### src/rtl/cpu_trace_pkg.sv
// Shared constants and entry layout for the multi-channel CPU trace buffer.
package cpu_trace_pkg;

  localparam int unsigned TRACE_PKG_W = 256;
  localparam int unsigned TRACE_GAP_W = 16;

  // Privilege level lives in package bits [254:253].
  localparam int unsigned PRV_LSB = 253;
  localparam int unsigned PRV_W   = 2;

  // FIFO entry: the package plus the number of drops that preceded it.
  typedef struct packed {
    logic [TRACE_PKG_W-1:0] pkg;
    logic [TRACE_GAP_W-1:0] gap;
  } trace_entry_t;

endpackage

### src/rtl/cpu_trace_fifo.sv
// Single-channel synchronous FIFO with registered count, full and empty.
module cpu_trace_fifo #(
  parameter int unsigned W     = 8,
  parameter int unsigned DEPTH = 8
) (
  input  logic         clk_i,
  input  logic         srst_i,
  input  logic         push_i,
  input  logic [W-1:0] wdata_i,
  input  logic         pop_i,
  output logic [W-1:0] rdata_o,
  output logic         full_o,
  output logic         empty_o
);

  localparam int unsigned PTR_W = (DEPTH > 1) ? $clog2(DEPTH) : 1;
  localparam int unsigned CNT_W = $clog2(DEPTH + 1);

  logic [W-1:0]     mem_q [DEPTH];
  logic [PTR_W-1:0] wr_ptr_q, wr_ptr_d;
  logic [PTR_W-1:0] rd_ptr_q, rd_ptr_d;
  logic [CNT_W-1:0] count_q, count_d;
  logic             full_q, full_d;
  logic             empty_q, empty_d;
  logic             do_push, do_pop;

  // Next pointers and flags; a push is refused on the registered full flag.
  always_comb begin
    do_push  = push_i && !full_q;
    do_pop   = pop_i && !empty_q;
    wr_ptr_d = wr_ptr_q;
    rd_ptr_d = rd_ptr_q;
    if (do_push) wr_ptr_d = wr_ptr_q + PTR_W'(1);
    if (do_pop)  rd_ptr_d = rd_ptr_q + PTR_W'(1);
    count_d = count_q + CNT_W'(do_push) - CNT_W'(do_pop);
    full_d  = (count_d == CNT_W'(DEPTH));
    empty_d = (count_d == '0);
  end

  // Pointer and flag registers.
  always_ff @(posedge clk_i) begin
    if (srst_i) begin
      wr_ptr_q <= '0;
      rd_ptr_q <= '0;
      count_q  <= '0;
      full_q   <= 1'b0;
      empty_q  <= 1'b1;
    end else begin
      wr_ptr_q <= wr_ptr_d;
      rd_ptr_q <= rd_ptr_d;
      count_q  <= count_d;
      full_q   <= full_d;
      empty_q  <= empty_d;
    end
  end

  // Storage array; contents need no reset since pointers gate visibility.
  always_ff @(posedge clk_i) begin
    if (do_push) mem_q[wr_ptr_q] <= wdata_i;
  end

  assign rdata_o = mem_q[rd_ptr_q];
  assign full_o  = full_q;
  assign empty_o = empty_q;

endmodule

### src/rtl/cpu_trace_buf.sv
// Per-hart trace capture FIFOs with drop counting and a round-robin output stage.
module cpu_trace_buf
  import cpu_trace_pkg::*;
#(
  parameter int unsigned NCH   = 2,
  parameter int unsigned DEPTH = 8,
  parameter int unsigned PKG_W = TRACE_PKG_W,
  parameter int unsigned GAP_W = TRACE_GAP_W
) (
  input  logic                     clk,
  input  logic                     srst,
  input  logic                     trace_en,
  input  logic [3:0]               prv_mask,
  input  logic [NCH-1:0]           in_valid,
  input  logic [NCH*PKG_W-1:0]     in_pkg,
  output logic                     out_valid,
  input  logic                     out_ready,
  output logic [PKG_W-1:0]         out_pkg,
  output logic [$clog2(NCH)-1:0]   out_ch,
  output logic [GAP_W-1:0]         out_gap,
  output logic [NCH-1:0]           ovf_sticky,
  input  logic                     ovf_clr
);

  localparam int unsigned CH_W  = $clog2(NCH);
  localparam int unsigned ENT_W = PKG_W + GAP_W;

  // Same layout as trace_entry_t, sized by this instance's parameters.
  typedef struct packed {
    logic [PKG_W-1:0] pkg;
    logic [GAP_W-1:0] gap;
  } entry_t;

  logic [NCH-1:0]            cap, push, drop, pop, full, empty;
  entry_t [NCH-1:0]          wdata, rdata;
  logic [NCH-1:0][GAP_W-1:0] gap_cnt_q, gap_cnt_d;
  logic [NCH-1:0]            ovf_q, ovf_d;

  logic              out_valid_q, out_valid_d;
  logic [PKG_W-1:0]  out_pkg_q, out_pkg_d;
  logic [CH_W-1:0]   out_ch_q, out_ch_d;
  logic [GAP_W-1:0]  out_gap_q, out_gap_d;
  logic [CH_W-1:0]   grant_q, grant_d;
  logic [CH_W-1:0]   sel;
  logic              found, load;
  int unsigned       idx;

  for (genvar c = 0; c < NCH; c++) begin : g_ch
    logic [PKG_W-1:0] pkg_c;
    logic [PRV_W-1:0] prv_c;

    // Capture filter, then push or drop depending on the registered full flag.
    assign pkg_c    = in_pkg[c*PKG_W +: PKG_W];
    assign prv_c    = pkg_c[PRV_LSB +: PRV_W];
    assign cap[c]   = in_valid[c] && trace_en && prv_mask[prv_c];
    assign push[c]  = cap[c] && !full[c];
    assign drop[c]  = cap[c] && full[c];
    assign wdata[c] = {pkg_c, gap_cnt_q[c]};

    cpu_trace_fifo #(
      .W     (ENT_W),
      .DEPTH (DEPTH)
    ) u_fifo (
      .clk_i   (clk),
      .srst_i  (srst),
      .push_i  (push[c]),
      .wdata_i (wdata[c]),
      .pop_i   (pop[c]),
      .rdata_o (rdata[c]),
      .full_o  (full[c]),
      .empty_o (empty[c])
    );
  end

  // Drop counters clear on a push and saturate on drops; a drop beats ovf_clr.
  always_comb begin
    gap_cnt_d = gap_cnt_q;
    for (int unsigned c = 0; c < NCH; c++) begin
      if (push[c]) begin
        gap_cnt_d[c] = '0;
      end else if (drop[c] && (gap_cnt_q[c] != '1)) begin
        gap_cnt_d[c] = gap_cnt_q[c] + GAP_W'(1);
      end
    end
    ovf_d = (ovf_clr ? '0 : ovf_q) | drop;
  end

  // Round-robin pick starting after the last grant; output loads when free or accepted.
  always_comb begin
    load        = !out_valid_q || out_ready;
    found       = 1'b0;
    sel         = grant_q;
    idx         = 0;
    pop         = '0;
    out_valid_d = out_valid_q;
    out_pkg_d   = out_pkg_q;
    out_ch_d    = out_ch_q;
    out_gap_d   = out_gap_q;
    grant_d     = grant_q;
    for (int unsigned i = 1; i <= NCH; i++) begin
      idx = 32'(grant_q) + i;
      if (idx >= NCH) idx = idx - NCH;
      if (!found && !empty[CH_W'(idx)]) begin
        found = 1'b1;
        sel   = CH_W'(idx);
      end
    end
    if (load) begin
      out_valid_d = found;
      if (found) begin
        pop[sel]  = 1'b1;
        out_pkg_d = rdata[sel].pkg;
        out_gap_d = rdata[sel].gap;
        out_ch_d  = sel;
        grant_d   = sel;
      end
    end
  end

  // Output stage, grant pointer, drop counters and sticky overflow flags.
  always_ff @(posedge clk) begin
    if (srst) begin
      out_valid_q <= 1'b0;
      out_pkg_q   <= '0;
      out_ch_q    <= '0;
      out_gap_q   <= '0;
      grant_q     <= CH_W'(NCH - 1);
      gap_cnt_q   <= '0;
      ovf_q       <= '0;
    end else begin
      out_valid_q <= out_valid_d;
      out_pkg_q   <= out_pkg_d;
      out_ch_q    <= out_ch_d;
      out_gap_q   <= out_gap_d;
      grant_q     <= grant_d;
      gap_cnt_q   <= gap_cnt_d;
      ovf_q       <= ovf_d;
    end
  end

  assign out_valid  = out_valid_q;
  assign out_pkg    = out_pkg_q;
  assign out_ch     = out_ch_q;
  assign out_gap    = out_gap_q;
  assign ovf_sticky = ovf_q;

endmodule

### config.mk
export PLATFORM = sky130hd
export DESIGN_NAME = cpu_trace_buf
export DESIGN_NICKNAME = d
export VERILOG_FILES = /design/src/rtl/cpu_trace_pkg.sv /design/src/rtl/cpu_trace_fifo.sv /design/src/rtl/cpu_trace_buf.sv
export SDC_FILE = /design/constraint.sdc
export NUM_CORES = 2
export LEC_CHECK = 0
export CORE_MARGIN = 5
export CORE_UTILIZATION = 60
export DETAILED_ROUTE_END_ITERATION = 10
export PLACE_DENSITY = 0.79
export SLEW_MARGIN = 20
export SYNTH_ARGS = -nofsm -noshare
export SYNTH_HDL_FRONTEND = slang
export SYNTH_MEMORY_MAX_BITS = 65536
export SYNTH_SLANG_ARGS = --single-unit
### constraint.sdc
create_clock -name clk -period 87.1 [get_ports clk]
set_input_delay 13.065 -clock clk [delete_from_list [all_inputs] [get_ports clk]]
set_output_delay 13.065 -clock clk [all_outputs]
set_load 0.05 [all_outputs]
==> key figures <==
Run status
  – Outcome: finished clean

Power and ir drop
  – Leak Pwr: 0.0610 uW
  – Switching share of power: 28.2%
  – Reg power frac: 45.7%
  – Internal power: 4170 uW
  – Power, Total: 5810 uW
  – PD cells: 28.9 nW/um2
  – Clock power frac: 33.7%
  – Net Switching: 1630 uW
  – Comb pwr share: 20.5%
  – Worst VDD drop: 0.0288 mV

Synthesis
  – Number of flops mapped to enable cells by yosys: 4352
  – Post-synth top cells: edfxtp_1, mux4_2, dfxtp_1, nand2_1, mux2i_1
  – Area contributors post-synth: edfxtp_1, mux4_2, dfxtp_1
  – Mapped Area: 174000 um2
  – Seq cells post-synth: 4691
  – Syn Nets: 8092
  – Async S/R FF share, synth: 0%
  – Most common cell in the netlist: edfxtp_1
  – Unique masters post-synth: 53
  – Number of synthesis warnings: 0
  – Largest area contributor in the netlist: edfxtp_1
  – Avg Inst Size Synth: 23.0 um2
  – Most used DFF post-synth: edfxtp_1
  – Top cell type's share of synthesized area: 75.3%
  – Post-synthesis instance total: 7553
  – Post-synthesis sequential area ratio: 79.2%

Route
  – Via count: 85100
  – Via density per instance: 6.64
  – Drc violations: 0
  – Routed wire length: 431000 um
  – First-pass DRT Iterations: 6
  – Routed length per instance: 33.6 um
  – DR iter-0 viols: 11800
  – Final ANT Viol Nets: 0

Critical path
  – CP arrival: 18.42 ns
  – Crit-path leading delay family: buffers and inverters
  – R2R Setup Slk: 80.51 ns
  – Critical-path cell list: clkdlybuf4s50_1 -> nand4bb_1 -> o22ai_2 -> nand2_1 -> nor2_4 -> buf_4 -> buf_4 -> buf_4
  – Critical Setup Path Class: in -> reg
  – Worst Path Max Fanout: 53
  – Worst Path Required: 87.64 ns
  – Worst Path Buf+Inv: 4
  – Worst path max stage delay: 0.94 ns
  – Worst setup SP type: input port
  – Critical Path Sink Type: register
  – Top cell by count, worst path: buf_4
  – Slowest-stage cell, CP: nor2_4

Global routing
  – Total track usage: 28.5%
  – Largest net degree at the start of global routing: 143
  – Grt met2 use: 45.4%
  – Grt peak-use layer: met2
  – Global route total overflow: 0
  – Vias in the first global route: 86500
  – Met3 usage: 8.44%
  – Met1 usage: 39.1%
  – Initial antenna violation count: 141
  – First-pass GRT wire length: 621000 um

Finish
  – Fill count: 16000
  – Fin nets: 9081
  – Layout cells sized above 1: 22.0%
  – Final core utilization: 69.8%
  – Layout Area Growth over Synthesis: 15.9%
  – Area of the multi-input gates: 34300 um2
  – Register Area: 137000 um2

Placed design
  – Global placer's final weighted congestion: 0.809
  – Count of input and output buffers: 798
  – Hpwl dp: 241000 um

Clock network
  – Root buffer cell: clkbuf_16
  – CTS Buffer Depth: 4
  – CTS Hold Bufs: 0
  – Clock buffer count from CTS: 443
  – Postcts setup bufs: 0
  – Clock tree sinks: 4691
  – Worst-Skew Late Latency: 1.01 ns
  – Post-CTS sizing: 0
  – TritonCTS clock tree: done
  – Reg clk slew, reported paths: 0.07 ns
  – H-tree Lvls: 5

Floorplanning
  – IO Count: 799
  – Die area: 300000 um2
  – Row count: 197
  – Starting density of the core: 60.3%
  – Die height: 548 um
  – Core ar.: 288000 um2
  – Die X: 548 um

Run
  – MaxCap Viol Count: 0

Hold path
  – HP Class: reg -> reg

STA
  – Fmax: 55.9 MHz
  – Layout Skew: 0.116 ns
  – Max Slew Vio Count: 0
  – Crit share post-route: 20.5%
  – Final Hold Viols: 0
  – Max_slew headroom: 15.4%
  – TNS Setup: 0 ns
  – RSZ-0062 raised after global routing: no
  – Min cycle time layout: 17.88 ns
  – # setup viols final: 0
  – Slew of the pin with the lowest slew margin: 1.27 ns
[layer usage]
layer  share of wire, %  vias up
li1                   -    34100
met1                 35    44600
met2                 49     5557
met3                 12      805
met4                2.9      108
met5               0.17        -
[area by class of cell]
cell class,count,area share [%]
inverters,17,0.0317
well taps,3781,2.35
multi-input cells,2441,17.1
diodes,98,0.122
clock inverters,253,1.42
flip-flops and latches,4691,68.3
repair buffers,948,4.62
clock buffers,590,6.06
[worst reg2reg max path, delay by kind of cell, from the launching register on]
family                 cells  cell delay, ns
AOI/OAI and AO/OA          1            0.14
buffers and inverters      6            4.39
DFF                        1            0.77
muxes                      2            1.18
[cell families (layout without fill, tap and decap cells)]
family,after synthesis,in the layout,share of synthesized area (%)
buffers and inverters,421,1808,1.15
other,0,98,0
XOR/XNOR,40,40,0.202
adder cells (fa/ha/maj),16,16,0.124
multiplexers,1367,1367,15.7
AND/OR/NAND/NOR,451,451,1.19
flip-flops,4691,4691,79.2
AO/OA/AOI/OAI,567,567,2.44
[power by group through the flow]
| stage | clock network [uW] | registers [uW] | logic [uW] |
|---|---|---|---|
| 3_5_place_dp | 0 | 2700 | 1180 |
| 6_report | 1960 | 2660 | 1190 |
| 3_3_place_gp | 0 | 2690 | 1160 |
| 2_1_floorplan | 0 | 2880 | 611 |
| 4_1_cts | 1980 | 2650 | 1200 |
| 5_1_grt | 2090 | 2660 | 1250 |
[flip-flops by register name, summed over array words and instances, names as in the netlist, named ones only]
name,flops
g_ch.u_fifo.mem_q,4352
out_pkg,256
gap_cnt_q,32
out_gap,16
g_ch.u_fifo.count_q,8
g_ch.u_fifo.rd_ptr_q,6
g_ch.u_fifo.wr_ptr_q,6
g_ch.u_fifo.empty_o,2
g_ch.u_fifo.full_o,2
ovf_sticky,2
grant_q,1
out_ch,1
out_valid,1
[metrics by stage]
stage / cell area (um2) / setup WS (ns) / hold WS, ns / instances
after detailed placement: 186000 / 68.22 / 0.461 / 11900
after global placement: 186000 / 68.34 / 0.453 / 11900
after CTS: 201000 / 69.20 / 0.476 / 12700
after global routing: 201000 / 69.11 / 0.504 / 12800
final: 201000 / 69.22 / 0.476 / 12800
after floorplan: 174000 / 46.34 / 0.485 / 7553
[path summary, 6_finish.rpt]
kind,from,cells past startpoint,endpoint
hold / removal,out_pkg[102]$_SDFFE_PP0P_,2,out_pkg[102]$_SDFFE_PP0P_
setup / recovery,in_pkg[253],8,g_ch[0].u_fifo.mem_q[7][211]$_DFFE_PP_
hold reg to reg,out_pkg[102]$_SDFFE_PP0P_,2,out_pkg[102]$_SDFFE_PP0P_
setup reg to reg,register,9,out_pkg[56]$_SDFFE_PP0P_
[cells in the final DEF, fill, tap and decap left out, types with 135 or more instances in the layout]
master and n:
mux4_2 1089, o211ai_1 272, a22oi_1 272, nand2_1 295, dfxtp_1 334, mux2i_1 277, buf_4 135, clkdlybuf4s50_1 798
edfxtp_1 4352, clkbuf_16 447
No activity file was read; power rests on OpenSTA's default activity.
